===== src/rtl/pc_fetch_unit_if.sv =====
// Instruction-memory request/response bus between the fetch unit (master)
// and instruction ROM (slave).
interface pc_fetch_unit_if #(
    parameter int unsigned XLEN = 32
);
    localparam int unsigned INSTR_W = 32;

    logic               imem_req_valid;
    logic               imem_req_ready;
    logic [XLEN-1:0]    imem_req_addr;
    logic               imem_rsp_valid;
    logic [INSTR_W-1:0] imem_rsp_data;

    modport master (
        output imem_req_valid,
        output imem_req_addr,
        input  imem_req_ready,
        input  imem_rsp_valid,
        input  imem_rsp_data
    );

    modport slave (
        input  imem_req_valid,
        input  imem_req_addr,
        output imem_req_ready,
        output imem_rsp_valid,
        output imem_rsp_data
    );
endinterface


===== src/rtl/pc_fetch_unit.sv =====
// PC owner and instruction fetcher: one outstanding imem request, presents
// (pc, instr) to decode, handles redirects, misalignment and a fetch counter.
module pc_fetch_unit #(
    parameter int unsigned    XLEN         = 32,
    parameter logic [XLEN-1:0] RESET_VECTOR = '0,
    parameter int unsigned    PC_STEP      = 4
) (
    input  logic                clk,
    input  logic                rst,
    pc_fetch_unit_if.master     imem,
    output logic                out_valid,
    input  logic                out_ready,
    output logic [XLEN-1:0]     out_pc,
    output logic [31:0]         out_instr,
    input  logic                redirect_valid,
    input  logic [XLEN-1:0]     redirect_target,
    output logic                misalign_err,
    output logic [XLEN-1:0]     misalign_addr,
    output logic [XLEN-1:0]     fetch_count
);
    localparam int unsigned INSTR_W = 32;

    typedef enum logic [2:0] {
        S_REQ,
        S_WAIT,
        S_HOLD,
        S_DRAIN,
        S_HALT
    } state_e;

    state_e               state_q, state_d;
    logic [XLEN-1:0]      pc_q, pc_d;
    logic                 req_valid_q, req_valid_d;
    logic                 out_valid_q, out_valid_d;
    logic [XLEN-1:0]      out_pc_q, out_pc_d;
    logic [INSTR_W-1:0]   out_instr_q, out_instr_d;
    logic                 misalign_err_q, misalign_err_d;
    logic [XLEN-1:0]      misalign_addr_q, misalign_addr_d;
    logic [XLEN-1:0]      fetch_count_q, fetch_count_d;

    logic req_hs_c;
    logic rsp_owed_c;

    always_comb begin
        state_d         = state_q;
        pc_d            = pc_q;
        out_pc_d        = out_pc_q;
        out_instr_d     = out_instr_q;
        fetch_count_d   = fetch_count_q;
        misalign_err_d  = 1'b0;
        misalign_addr_d = misalign_addr_q;

        req_hs_c   = req_valid_q && imem.imem_req_ready;
        // A response is still owed after this cycle if a request is in flight and not answered now
        rsp_owed_c = (((state_q == S_WAIT) || (state_q == S_DRAIN)) && !imem.imem_rsp_valid)
                   || ((state_q == S_REQ) && req_hs_c);

        unique case (state_q)
            S_REQ: begin
                if (req_hs_c) state_d = S_WAIT;
            end
            S_WAIT: begin
                if (imem.imem_rsp_valid) begin
                    out_pc_d    = pc_q;
                    out_instr_d = imem.imem_rsp_data;
                    pc_d        = pc_q + XLEN'(PC_STEP);
                    state_d     = S_HOLD;
                end
            end
            S_HOLD: begin
                if (out_ready) begin
                    fetch_count_d = fetch_count_q + XLEN'(1);
                    state_d       = S_REQ;
                end
            end
            S_DRAIN: begin
                if (imem.imem_rsp_valid) state_d = S_REQ;
            end
            S_HALT: begin
                state_d = S_HALT;
            end
            default: begin
                state_d = S_REQ;
            end
        endcase

        // Redirect overrides the normal flow and squashes any held instruction
        if (redirect_valid && (state_q != S_HALT)) begin
            pc_d          = pc_q;
            out_pc_d      = out_pc_q;
            out_instr_d   = out_instr_q;
            fetch_count_d = fetch_count_q;
            if (redirect_target[1:0] != 2'b00) begin
                misalign_err_d  = 1'b1;
                misalign_addr_d = redirect_target;
                state_d         = S_HALT;
            end else begin
                pc_d    = redirect_target;
                state_d = rsp_owed_c ? S_DRAIN : S_REQ;
            end
        end

        req_valid_d = (state_d == S_REQ);
        out_valid_d = (state_d == S_HOLD);
    end

    always_ff @(posedge clk) begin
        if (rst) begin
            state_q         <= S_REQ;
            pc_q            <= RESET_VECTOR;
            req_valid_q     <= 1'b1;
            out_valid_q     <= 1'b0;
            out_pc_q        <= '0;
            out_instr_q     <= '0;
            misalign_err_q  <= 1'b0;
            misalign_addr_q <= '0;
            fetch_count_q   <= '0;
        end else begin
            state_q         <= state_d;
            pc_q            <= pc_d;
            req_valid_q     <= req_valid_d;
            out_valid_q     <= out_valid_d;
            out_pc_q        <= out_pc_d;
            out_instr_q     <= out_instr_d;
            misalign_err_q  <= misalign_err_d;
            misalign_addr_q <= misalign_addr_d;
            fetch_count_q   <= fetch_count_d;
        end
    end

    assign imem.imem_req_valid = req_valid_q;
    assign imem.imem_req_addr  = pc_q;
    assign out_valid           = out_valid_q;
    assign out_pc              = out_pc_q;
    assign out_instr           = out_instr_q;
    assign misalign_err        = misalign_err_q;
    assign misalign_addr       = misalign_addr_q;
    assign fetch_count         = fetch_count_q;
endmodule


===== src/flat_wrapper.sv =====
// flat-port wrapper written by rule: the top's interface ports become plain ports
module pc_fetch_unit_flat 
#(
    parameter int unsigned    XLEN         = 32,
    parameter logic [XLEN-1:0] RESET_VECTOR = '0,
    parameter int unsigned    PC_STEP      = 4
)
  (clk, rst, out_valid, out_ready, out_pc, out_instr, redirect_valid, redirect_target, misalign_err, misalign_addr, fetch_count, imem_imem_req_valid, imem_imem_req_addr, imem_imem_req_ready, imem_imem_rsp_valid, imem_imem_rsp_data);
  pc_fetch_unit_if #(.XLEN(XLEN)) imem_i ();
  input  logic clk;
  input  logic rst;
  output logic out_valid;
  input  logic out_ready;
  output logic [XLEN-1:0] out_pc;
  output logic [31:0] out_instr;
  input  logic redirect_valid;
  input  logic [XLEN-1:0] redirect_target;
  output logic misalign_err;
  output logic [XLEN-1:0] misalign_addr;
  output logic [XLEN-1:0] fetch_count;
  output wire logic [$bits(imem_i.imem_req_valid)-1:0] imem_imem_req_valid;
  output wire logic [$bits(imem_i.imem_req_addr)-1:0] imem_imem_req_addr;
  input wire logic [$bits(imem_i.imem_req_ready)-1:0] imem_imem_req_ready;
  input wire logic [$bits(imem_i.imem_rsp_valid)-1:0] imem_imem_rsp_valid;
  input wire logic [$bits(imem_i.imem_rsp_data)-1:0] imem_imem_rsp_data;
  assign imem_imem_req_valid = imem_i.imem_req_valid;
  assign imem_imem_req_addr = imem_i.imem_req_addr;
  assign imem_i.imem_req_ready = imem_imem_req_ready;
  assign imem_i.imem_rsp_valid = imem_imem_rsp_valid;
  assign imem_i.imem_rsp_data = imem_imem_rsp_data;
  pc_fetch_unit #(.XLEN(XLEN), .RESET_VECTOR(RESET_VECTOR), .PC_STEP(PC_STEP)) u_core (.clk(clk), .rst(rst), .imem(imem_i), .out_valid(out_valid), .out_ready(out_ready), .out_pc(out_pc), .out_instr(out_instr), .redirect_valid(redirect_valid), .redirect_target(redirect_target), .misalign_err(misalign_err), .misalign_addr(misalign_addr), .fetch_count(fetch_count));
endmodule

===== config.mk =====
export PLATFORM = sky130hd
export DESIGN_NAME = pc_fetch_unit_flat
export DESIGN_NICKNAME = d
export VERILOG_FILES = /design/src/rtl/pc_fetch_unit_if.sv /design/src/rtl/pc_fetch_unit.sv /design/src/flat_wrapper.sv
export SDC_FILE = /design/constraint.sdc
export NUM_CORES = 1
export LEC_CHECK = 0
export ABC_AREA = 1
export CORE_AREA = 10 10 160 162
export CTS_CLUSTER_DIAMETER = 50
export DETAILED_ROUTE_END_ITERATION = 8
export DIE_AREA = 0 0 170 172
export PLACE_DENSITY = 0.68
export SLEW_MARGIN = 10
export SYNTH_ARGS = -nofsm -noshare
export SYNTH_HDL_FRONTEND = slang
export SYNTH_SLANG_ARGS = --single-unit

===== constraint.sdc =====
create_clock -name clk -period 1.85 [get_ports clk]
set_input_delay 0.37 -clock clk [delete_from_list [all_inputs] [get_ports clk]]
set_output_delay 0.37 -clock clk [all_outputs]
set_load 0.02 [all_outputs]

==> metrics.txt, run 1 <==
outcome=complete, no violations; root buffer cell=clkbuf_16; final wirelength=approximately 28000 um; arrival time worst endpoint=1.44 ns; Worst setup EP type=output pin; Slew HR=approximately two thirds; Tcrit/Tclk final=between 90 and 100%; Top Family by Delay on Critical Path=buffers and inverters; Synth Cell Area=0.007707 mm^2; Max H-tree Level=4; R2R setup slack=between 0.1 and 0.15 ns; Pleak=between 4 and 5 nW; CORE AREA=around 0.022 mm^2; Worst VDD drop=just under 500 uV; initial antenna violation count=1; Max Slew Vio Count=0; top cell types by occurrence after synthesis=276 x nand2_1, 220 x nor2_1, 166 x dfxtp_1; Hold Violations, Final=0; worst-path maximum fanout=2; ys flop type=dfxtp_1; register area share after synthesis=a little over two fifths; clk_skew=0.01437 ns; most frequent cell after synthesis=nand2_1; Antenna diodes=0; worst-margin pin slew=0.4731 ns; largest net degree at the start of global routing=between 50 and 60; post-layout minimum cycle time=1.812 ns; RePlAce Congestion=roughly 1; vias in the first global route=a little under 8000; Post-DRT Antenna Nets=0; worst reg-to-reg path cell count=7; HPWL Detailed=approximately 22000 um; post-synth top area share=43.12%; Avg Cell Area, Syn=between 6 and 7 um^2; Synth area leader=dfxtp_1; routed via count=8357; fin nets=1477; Crit path depth=1; CTS tree=built; unrepaired setup endpoints after global routing=no; # port buffers=roughly 230; placed cells=roughly 1700; Post-synth EDFFs=0; Total Die Area=about 0.03 mm^2; CP bufs+invs=1; FP Rows=55; Setup crit start kind=flip-flop; CP max stage cell=clkdlybuf4s50_1; Area Overhead vs Synth=44.71%; setup TNS=0 ns; async set-reset flop share out of synthesis=0%; DRT iter0 DRCs=~760; fillcell total=between 2000 and 2500; Cell variety after synth=34; CTS Buffer Depth=2; Yosys reg bits=around 170; Post-DP Area=about 0.011 mm^2; Setup violations, final=0; fin cells=about 1700; syn_nets=1231; share of layout cells above drive strength 1=7.405%; FMAX=~0.55 GHz; Starting Density=around 34%; CTS clk-pin slew, worst paths=around 0.07 ns; worst-path cell chain=clkdlybuf4s50_1; Worst Hold Depth=2; Chip Width=roughly 170 um; max-cap violation count=0; average wire per standard cell=16.39 um; Setup CP Type=flip-flop to output pin; CP required=~1.5 ns; Synth area leaders=dfxtp_1 43%, nand2_1 13%, nor2_1 11%; YS warnings=0; die height=around 170 um; DRT Pass-1 Iters=6; Final Instance Area=approximately 0.011 mm^2; Overflow after GRT=0; Clock Sinks=between 150 and 200; PD cells=758.0 mW/mm^2; cts-stage hold buffer count=0; Hold Slack=around 0.46 ns; Via-to-Cell Ratio=between 4 and 5; Total Routing Usage GR=a little under a fifth; Finished Core Util=between 40 and 50%; setup bufs post-CTS=0; DRC Markers=0; clock latency on the worst-skew pair=roughly 0.44 ns; Post-Syn Instances=1159; I/O pin count=between 200 and 250; Num CTS Buffers=17; max incr delay on CP=around 0.64 ns; worst hold path class=flip-flop to flip-flop; global-route wire length before repair=around 44000 um
[worst min-delay path: cells and delay by family, from the launching register on]
kind	cells	cell delay, ns
AOI/OAI and AO/OA	1	0.05
and+or+nand+nor	1	0.06
DFF	1	0.31
[layer usage]
layer  wire length [um]  track usage (%)  share of wire (%)  vias up
met5                 20                0              0.072        -
li1                   -                -                  -     4203
met4                478            5.835                1.7        2
met3               2475            5.016                8.9       34
met2              12900            31.29                 46      310
met1              12040            23.20                 43     3808
[cell type report]
| type | count | area (um^2) | area share (%) |
|---|---|---|---|
| multi-input combinational | 845 | 3772 | 33.82 |
| sequential | 166 | 3326 | 29.82 |
| inverter | 93 | 354.1 | 3.175 |
| tap | 285 | 356.6 | 3.197 |
| clock inverter | 14 | 157.7 | 1.414 |
| clock buffer | 18 | 429.2 | 3.848 |
| timing repair buffer | 282 | 2758 | 24.73 |
[power breakdown]
part           internal [mW]  switching (mW)
combinational          0.497           0.600
sequential              3.70          0.0924
clock                   1.92            1.65
[worst paths after layout]
kind | startpoint | to
min reg2reg | u_core.misalign_addr[1] | u_core.misalign_addr[1]
max reg2reg | u_core.fetch_count[3] | u_core.fetch_count[19]
min | u_core.misalign_addr[1] | u_core.misalign_addr[1]
max | u_core.out_pc[1] | out_pc[1]
[sequential cells by signal, indices dropped and copies added (netlist names)]
signal and flops:
u_core.state_q 3, u_core.imem.imem_req_addr 32, u_core.out_instr 32, u_core.fetch_count 32, u_core.out_valid 1, u_core.out_pc 32
u_core.misalign_addr 32, u_core.imem.imem_req_valid 1, u_core.misalign_err 1
[stage by stage]
| stage | power [mW] | setup WS [ns] |
|---|---|---|
| 2_1_floorplan | 4.377 | 0.2251 |
| 3_3_place_gp | 4.978 | -0.1153 |
| 3_5_place_dp | 4.988 | -0.1495 |
| 4_1_cts | 8.537 | 0.002864 |
| 5_1_grt | 8.778 | 0.007853 |
| 6_report | 8.454 | 0.03794 |
[layout by cell type (no fill, tap or decap), drive strengths merged]
cell	count
a21oi	101
a31oi	2
and2	1
and3	1
buf	50
bufinv	1
clkbuf	18
clkdlybuf4s50	169
clkinv	7
dfxtp	166
dlygate4sd2	56
dlymetal6s2s	7
ha	2
inv	99
nand2	283
nand2b	1
nand3	38
nand3b	13
nand4	10
nor2	226
nor3	11
o21a	1
o21ai	142
o21bai	2
o22ai	1
xnor2	2
xor2	8
[cells by family (layout without fill, tap and decap cells)]
group	after synthesis	in the layout	share of synthesized area, %
AOI/OAI and AO/OA	249	249	16.31
xor gates and xnor gates	10	10	1.136
adders and majority gates	2	2	0.3246
buffers and inverters	148	407	8.101
DFF	166	166	43.12
and+or+nand+nor	584	584	31.01
[timing repair]
| action | CTS | global route |
|---|---|---|
| hold endpoints to repair | 0 | 0 |
| resized for setup | 58 | 8 |
| setup endpoints to repair | 56 | 8 |
Power figures use the tool's default switching activity.
==> inputs of run 2 (changes only) <==
--- a/config.mk
+++ b/config.mk
@@ -6,10 +6,10 @@
 export NUM_CORES = 1
 export LEC_CHECK = 0
 export ABC_AREA = 1
-export CORE_AREA = 10 10 160 162
+export CORE_AREA = 2 2 152 154
 export CTS_CLUSTER_DIAMETER = 50
 export DETAILED_ROUTE_END_ITERATION = 8
-export DIE_AREA = 0 0 170 172
+export DIE_AREA = 0 0 154 156
 export PLACE_DENSITY = 0.68
 export SLEW_MARGIN = 10
 export SYNTH_ARGS = -nofsm -noshare
==> run 2 against run 1 <==
Net effect: die area down 18%; largest power group unchanged; first-iteration DRC count down 28%; critical path type unchanged; global-route usage is 2.9 points higher; clock power grew 3%; clock-buffer cell count unchanged; register-to-register slack about the same; combinational power about the same; clock skew rose by 0.0010 ns; highest routed layer unchanged.
==> metrics.txt, run 2 (same netlist as run 1, synthesis figures left out) <==
largest net degree at the start of global routing=46; Worst VDD drop=roughly 560 uV; Crit path depth=1; worst-path maximum fanout=2; DRT Pass-1 Iters=8; Max H-tree Level=4; Worst setup EP type=output pin; Setup crit start kind=flip-flop; RR Endpoint=u_core.imem.imem_req_addr[14]; WL met3=1944 um; Hold Slack=~0.47 ns; Chip Width=154 um; worst hold path class=flip-flop to flip-flop; max-cap violation count=0; CP max stage cell=clkdlybuf4s50_1; worst r2r src=u_core.imem.imem_req_addr[2]; DRC Markers=0; clock latency on the worst-skew pair=roughly 0.44 ns; Antenna diodes=0; fin nets=1473; Tcrit/Tclk final=97.68%; Overflow after GRT=0; root buffer cell=clkbuf_16; Pleak=4.719 nW; final wirelength=between 20000 and 30000 um; die height=156 um; max incr delay on CP=around 0.63 ns; Slew HR=about two thirds; initial antenna violation count=1; CTS tree=built; vias in the first global route=7635; Via-to-Cell Ratio=between 4 and 5; RePlAce Congestion=approximately 0.95; worst-path cell chain=clkdlybuf4s50_1; Max Slew Vio Count=0; worst reg-to-reg path cell count=10; share of layout cells above drive strength 1=about 7.4%; Setup crit start=u_core.out_pc[1]; Post-DRT Antenna Nets=0; final total power=about 8.6 mW; FMAX=about 0.55 GHz; hold_sp=u_core.imem.imem_req_addr[1]; outcome=complete, no violations; Setup violations, final=0; HPWL Detailed=19340 um; average wire per standard cell=about 15 um; DRT iter0 DRCs=about 550; Num CTS Buffers=17; Total Die Area=roughly 0.024 mm^2; most frequent cells in the layout=276 x nand2_1, 217 x nor2_1, 167 x clkdlybuf4s50_1, 165 x dfxtp_1, 139 x o21ai_0; I/O pin count=roughly 230; CTS Buffer Depth=2; setup TNS=0 ns; met2 WL=between 10000 and 15000 um; commonest non-fill, non-tap cell in the layout=nand2_1; Starting Density=34.46%; post-layout minimum cycle time=1.807 ns; FP Rows=55; Top Family by Delay on Critical Path=buffers and inverters; Worst Hold Depth=2; Post-DP Area=around 0.011 mm^2; WL met1=11610 um; # port buffers=around 230; arrival time worst endpoint=approximately 1.4 ns; global-route wire length before repair=between 40000 and 50000 um; CORE AREA=between 0.02 and 0.025 mm^2; Hold Violations, Final=0; CTS clk-pin slew, worst paths=0.07 ns; PD cells=~760 mW/mm^2; setup bufs post-CTS=0; CP required=1.48 ns; worst-margin pin slew=0.5016 ns; Clock Sinks=roughly 170; routed via count=approximately 8300; Setup CP Type=flip-flop to output pin; Worst Hold Path EP=u_core.imem.imem_req_addr[1]; max layer used=met5; Final Instance Area=0.01121 mm^2; CP bufs+invs=1; clk_skew=around 0.015 ns; R2R setup slack=~0.14 ns; Total Routing Usage GR=between 20% and 30%; Area Overhead vs Synth=45.41%
run 2: changes by cell type in the layout (fill, tap and decap cells not counted), sizes merged:
cell           previous run  this run
buf                      50        46
clkinvlp                  0         1
dlymetal6s2s              7        17
clkdlybuf4s50           169       167
clkinv                    7         5
inv                      99       100
dlygate4sd2              56        48
run 2: report_power, final:
group          switching, mW  internal [mW]
sequential            0.0894           3.70
clock                   1.71           1.99
combinational          0.590          0.498
total                   2.39           6.18
run 2: layout make-up:
| type | instances | area (um^2) |
|---|---|---|
| Clock buffer | 18 | 439.2 |
| Clock inverter | 14 | 177.7 |
| Fill cell | 2199 | 11160 |
| Inverter | 93 | 354.1 |
| Multi-Input combinational cell | 845 | 3792 |
| Sequential cell | 166 | 3324 |
| Tap cell | 285 | 356.6 |
| Timing Repair Buffer | 278 | 2763 |
run 2: metal layers:
metal | global-route usage, % | vias to the layer above
met5 | 0 | -
met4 | 8.189 | 2
met3 | 5.250 | 44
met2 | 34.04 | 312
met1 | 28.81 | 3784
li1 | - | 4196
run 2: how the worst max path moves through the flow:
| stage | endpoint | slack, ns |
|---|---|---|
| floorplan | u_core.imem.imem_req_addr[22] | 0.23 |
| global placement | u_core.fetch_count[19] | -0.13 |
| detailed placement | u_core.fetch_count[19] | -0.16 |
| CTS | fetch_count[8] | 0.0005 |
| global route | u_core.fetch_count[18] | -0.0005 |
| finish | out_pc[1] | 0.04 |
run 2: stage by stage:
stage / setup WS (ns) / util [%] / instances
2_1_floorplan: 0.2251 / - / 1159
3_3_place_gp: -0.1346 / 47.31 / 1667
3_5_place_dp: -0.1568 / 47.31 / 1667
4_1_cts: 0.0004715 / 49.81 / 1699
5_1_grt: -0.0005194 / 50.11 / 1699
6_report: 0.04294 / 50.11 / 1699
run 2: what timing repair did:
action                     4_1_cts  5_1_grt
gates resized for setup         49       24
hold buffers                     0        0
hold endpoints to repair         0        0
setup endpoints to repair       48       19
